`src/rtl/dec_pkg.sv`:
```
// Shared types and helpers for the 4-to-16 pipelined one-hot decoder.
// Optional feature macro used by this block: DEC_PARITY_EN (see top module).
package dec_pkg;

    localparam int DEC_IN_W    = 4;
    localparam int DEC_OUT_W   = 2 ** DEC_IN_W;
    localparam int DEC_ENTRY_W = DEC_OUT_W + DEC_IN_W;

    // Buffer occupancy of the 2-entry output skid FIFO
    typedef enum logic [1:0] {
        OCC_EMPTY = 2'd0,
        OCC_ONE   = 2'd1,
        OCC_TWO   = 2'd2
    } occ_state_t;

    typedef struct packed {
        logic [DEC_OUT_W-1:0] onehot;
        logic [DEC_IN_W-1:0]  code;
    } dec_entry_t;

    // One-hot word for a code; all zeros when the decoder is disabled
    function automatic logic [DEC_OUT_W-1:0] onehot_of(input logic [DEC_IN_W-1:0] code,
                                                       input logic                en);
        logic [DEC_OUT_W-1:0] word;
        word = '0;
        if (en) begin
            word[code] = 1'b1;
        end
        return word;
    endfunction

endpackage

```
`src/rtl/dec_skid_fifo.sv`:
```
// Two-entry FIFO of decoder entries. Slot 0 is always the head, so the
// output is taken straight from a register. Empty slots are held at zero so
// the head reads as zero when the buffer is empty.
//
// state     | meaning
// OCC_EMPTY | no entries buffered
// OCC_ONE   | head valid, tail slot free
// OCC_TWO   | both slots valid, push not allowed
module dec_skid_fifo
    import dec_pkg::*;
(
    input  logic                   clk,
    input  logic                   rst,
    input  logic                   push,
    input  logic                   pop,
    input  logic [DEC_ENTRY_W-1:0] din,
    output logic [DEC_ENTRY_W-1:0] dout,
    output logic                   full,
    output logic                   empty
);

    occ_state_t state;
    dec_entry_t slot0;
    dec_entry_t slot1;
    logic       full_q;
    logic       empty_q;

    // Occupancy FSM with slot moves and registered full/empty flags
    always_ff @(posedge clk) begin
        if (rst) begin
            state   <= OCC_EMPTY;
            slot0   <= '0;
            slot1   <= '0;
            full_q  <= 1'b0;
            empty_q <= 1'b1;
        end else begin
            case (state)
                OCC_EMPTY: begin
                    if (push) begin
                        slot0   <= dec_entry_t'(din);
                        state   <= OCC_ONE;
                        empty_q <= 1'b0;
                    end
                end
                OCC_ONE: begin
                    if (push && pop) begin
                        // Head leaves and the new entry takes its place
                        slot0 <= dec_entry_t'(din);
                    end else if (push) begin
                        slot1  <= dec_entry_t'(din);
                        state  <= OCC_TWO;
                        full_q <= 1'b1;
                    end else if (pop) begin
                        slot0   <= '0;
                        state   <= OCC_EMPTY;
                        empty_q <= 1'b1;
                    end
                end
                OCC_TWO: begin
                    // Push is blocked upstream while full; only a pop moves us
                    if (pop) begin
                        slot0  <= slot1;
                        slot1  <= '0;
                        state  <= OCC_ONE;
                        full_q <= 1'b0;
                    end
                end
                default: begin
                    state   <= OCC_EMPTY;
                    slot0   <= '0;
                    slot1   <= '0;
                    full_q  <= 1'b0;
                    empty_q <= 1'b1;
                end
            endcase
        end
    end

    // Head and status flags come straight from registers
    always_comb begin
        dout  = slot0;
        full  = full_q;
        empty = empty_q;
    end

endmodule

```
`src/rtl/decoder_4_by_16_pipe.sv`:
```
// Registered 4-to-16 one-hot decoder with valid/ready on both sides.
// Codes are decoded on accept and stored in a 2-entry skid FIFO so
// downstream backpressure never drops a code. dec_count counts delivered
// words whose one-hot is non-zero and saturates at its maximum.
// Optional macro DEC_PARITY_EN adds in_parity/par_err: an entry failing
// even parity is delivered with a zero one-hot and is not counted.
// IN_W must match dec_pkg::DEC_IN_W since the buffered entry type is fixed.
module decoder_4_by_16_pipe
    import dec_pkg::*;
#(
    parameter int IN_W  = DEC_IN_W,
    parameter int CNT_W = 16
) (
    input  logic                 clk,
    input  logic                 rst,
    input  logic                 in_valid,
    output logic                 in_ready,
    input  logic [IN_W-1:0]      in_code,
    input  logic                 in_en,
`ifdef DEC_PARITY_EN
    input  logic                 in_parity,
    output logic                 par_err,
`endif
    output logic                 out_valid,
    input  logic                 out_ready,
    output logic [2**IN_W-1:0]   out_onehot,
    output logic [IN_W-1:0]      out_code,
    output logic [CNT_W-1:0]     dec_count
);

    localparam logic [CNT_W-1:0] CNT_MAX = '1;

    logic                   fifo_full;
    logic                   fifo_empty;
    logic                   push;
    logic                   pop;
    logic                   dec_en;
    dec_entry_t             new_entry;
    dec_entry_t             head_entry;
    logic [DEC_ENTRY_W-1:0] head_bits;
    logic [CNT_W-1:0]       count_q;

`ifdef DEC_PARITY_EN
    logic par_bad;
    logic par_err_q;

    // Even parity over code plus parity bit; a set reduction means a fault
    always_comb begin
        par_bad = ^{in_code, in_parity};
        dec_en  = in_en && !par_bad;
    end

    // One-cycle error pulse after an accepting edge with bad parity
    always_ff @(posedge clk) begin
        if (rst) begin
            par_err_q <= 1'b0;
        end else begin
            par_err_q <= push && par_bad;
        end
    end

    assign par_err = par_err_q;
`else
    // Without parity checking the enable passes straight through
    always_comb begin
        dec_en = in_en;
    end
`endif

    // Handshake glue and decode ahead of storage
    always_comb begin
        in_ready         = !rst && !fifo_full;
        out_valid        = !fifo_empty;
        push             = in_valid && in_ready;
        pop              = out_valid && out_ready && !rst;
        new_entry.onehot = onehot_of(in_code, dec_en);
        new_entry.code   = in_code;
        head_entry       = dec_entry_t'(head_bits);
        out_onehot       = head_entry.onehot;
        out_code         = head_entry.code;
    end

    dec_skid_fifo u_fifo (
        .clk   (clk),
        .rst   (rst),
        .push  (push),
        .pop   (pop),
        .din   (new_entry),
        .dout  (head_bits),
        .full  (fifo_full),
        .empty (fifo_empty)
    );

    // Count delivered words with a non-zero one-hot, saturating at max
    always_ff @(posedge clk) begin
        if (rst) begin
            count_q <= '0;
        end else if (pop && (head_entry.onehot != '0) && (count_q != CNT_MAX)) begin
            count_q <= count_q + 1'b1;
        end
    end

    assign dec_count = count_q;

endmodule

```
`config.mk`:
```
export PLATFORM = sky130hd
export DESIGN_NAME = decoder_4_by_16_pipe
export DESIGN_NICKNAME = d
export VERILOG_FILES = /design/src/rtl/dec_pkg.sv /design/src/rtl/dec_skid_fifo.sv /design/src/rtl/decoder_4_by_16_pipe.sv
export SDC_FILE = /design/constraint.sdc
export NUM_CORES = 1
export LEC_CHECK = 0
export CORE_ASPECT_RATIO = 0.7
export CORE_MARGIN = 4
export CORE_UTILIZATION = 57
export CTS_CLUSTER_SIZE = 8
export DETAILED_ROUTE_END_ITERATION = 7
export PLACE_DENSITY = 0.81
export SETUP_SLACK_MARGIN = 0.02
export SYNTH_ARGS = -nofsm -noshare
export SYNTH_HDL_FRONTEND = slang
export SYNTH_SLANG_ARGS = --single-unit
```
`constraint.sdc`:
```
create_clock -name clk -period 5 [get_ports clk]
set_input_delay 1 -clock clk [delete_from_list [all_inputs] [get_ports clk]]
set_output_delay 1 -clock clk [all_outputs]
set_load 0.02 [all_outputs]
```
==> run metrics <==
vias in the first global route 2414; hold buffers post-CTS 0; GR Util All Layers 24.86%; drt wl/cell approximately 16 um; syn nets 349; clock transition at the registers of the reported paths 0.07 ns; ys async rst share 0%; status completed; hpwl dp 5066 um; EDFF count, synth 0; DRT Pass-1 Iters 5; Max-slew headroom between 20% and 30%; post-synthesis cell count 339; IO Count 47; commonest non-fill, non-tap cell in the layout dfxtp_1; fillers 401; via count 2725; Core Box Area approximately 4800 sq um; Post-DRT Antenna Nets 0; level count of the clock H-tree 3; fraction of layout cells with a size suffix above 1 6.005%; Total Neg Setup Slack 0 ns; CTS root buffer clkbuf_8; Yosys reg bits 60; Area Overhead vs Synth 24.21%; clk_lat worst skew 0.34 ns; Final #Nets 388; startpoint types primary input; P_leak 1.180 nW; Max clock buf depth 2; FMAX 0.3198 GHz; die footprint 6108 sq um; initial antenna violation count 0; Critical Path RT 4.00 ns; final setup vio count 0; dominant synthesized flop cell dfxtp_1; largest net degree at the start of global routing about 50; HP Class reg2reg; CTS buffer count 9; Avg Synthesized Cell Area 8.249 sq um; Reg2Reg Depth 5; Setup WS pre-CTS 1.773 ns; vias per cell ~6.0; distinct cell type count after synthesis between 40 and 50; overall routed net length between 7000 and 8000 um; die width 91.72 um; Post-CTS Setup Inserts 0; number of synthesis warnings 0; first-pass GRT wire length 11930 um; post-cts gate resize count 0; Critical Setup Path Class in2out; drt drc 0; CTS tree yes; I/O Buffers 46; CP Capture Type output pin; Post-Syn Area between 2000 and 3000 sq um; final core utilization approximately three quarters; Crit Path Max Fanout 2; RePlAce Congestion about 0.85; worst hold path depth 2; Critical Path AT 2.13 ns; n_diodes 0; Final period util 62.55%; sequential area share after synthesis 42.95%; DR iter-0 viols 292; PwrDens 305.0 nW/um^2; floorplan row count 21; grt ovf 0; RSZ-0062 raised after global routing false; final setup margin 1.873 ns; fin crit period 3.127 ns; die height 66.60 um; clock skew around 0.011 ns; Power Total 0.001059 W; worst vdd ir 0.0002251 V; MaxCap Viol Count 0; Slew Limit Fails 0; Initial Utilization 58.80%; Final Hold Fails 0; TritonCTS Sinks 60; Slew @ Worst Pin between 1 and 1.5 ns; commonest cells after routing, fill and taps aside 60 x dfxtp_1, 46 x clkdlybuf4s50_1, 35 x nand2_1
==> worst max-delay path, cell delays in order <==
cell and delay [ns]:
clkdlybuf4s50_1 0.42, nor2_1 0.10, clkdlybuf4s50_1 0.61
==> flip-flops by register name, summed over array words and instances (netlist names) <==
| name | cells |
|---|---|
| dec_count | 16 |
| u_fifo.empty | 1 |
| u_fifo.slot1 | 20 |
| u_fifo.state | 2 |
| u_fifo.full | 1 |
| u_fifo.dout | 20 |
==> metrics by stage <==
step | hold WS [ns] | cells | instance area, sq um
2_1_floorplan | 0.4258 | 339 | 2796
5_1_grt | 0.4760 | 452 | 3473
6_report | 0.4573 | 452 | 3473
4_1_cts | 0.4547 | 452 | 3473
3_3_place_gp | 0.4364 | 436 | 3271
3_5_place_dp | 0.4449 | 436 | 3271
==> path summary, 6_finish.rpt <==
kind	endpoint	slack (ns)	from
worst max-delay path	in_ready	1.87	rst
worst min register to register	u_fifo.slot1[4]	0.46	u_fifo.slot1[4]
worst min-delay path	u_fifo.slot1[4]	0.46	u_fifo.slot1[4]
worst max register to register	u_fifo.slot1[5]	2.53	u_fifo.state[0]
==> cell usage after synthesis, types with 7 or more instances <==
master	n	share of area, %
nor2_1	24	3.2
and3_1	7	1.6
o21ai_0	26	4.7
nor2b_1	8	1.8
nand2_1	35	4.7
o31ai_1	9	2.4
nand2b_1	15	3.4
clkbuf_1	17	2.3
dfxtp_1	60	43
a21oi_1	19	3.4
a22oi_1	16	4.3
nand3_1	24	4.3
nor3_1	9	1.6
==> logic make-up (layout without fill, tap and decap cells) <==
kind of cell    Yosys count  after routing  synth area share (%)
compound gates           98             98                 22.86
xor+xnor                  4              4                 1.253
flops                    60             60                 42.95
fa+ha+maj                 1              1                0.4474
buf+inv                  24             68                 3.669
mux                       2              2                0.7606
simple gates            150            150                 28.05
==> area by class of cell <==
class,instances,area [sq um],area share (%)
clock buffer,12,155.1,4.467
timing repair buffer,48,475.5,13.69
multi-input combinational,255,1493,42.98
tap,69,86.33,2.486
sequential,60,1201,34.58
clock inverter,4,47.55,1.369
inverter,4,15.01,0.4323
==> report_power, final <==
part           internal (W)  total, W  leakage (nW)  switching [W]
logic             0.0000422  0.000116         0.593      0.0000743
clock network      0.000256  0.000443         0.102       0.000187
registers          0.000487  0.000500         0.485      0.0000127
total              0.000785   0.00106          1.18       0.000274
==> per-layer routing <==
layer / part of all wire (%) / wire (um) / global-route usage (%) / vias up
met2: 41 / 2903 / 35.21 / 137
met3: 11 / 760 / 6.772 / 5
li1: - / - / - / 1327
met4: 0.65 / 46 / 7.778 / 0
met5: 0 / 0 / 0 / -
met1: 48 / 3406 / 36.36 / 1256
Power figures use the tool's default switching activity.
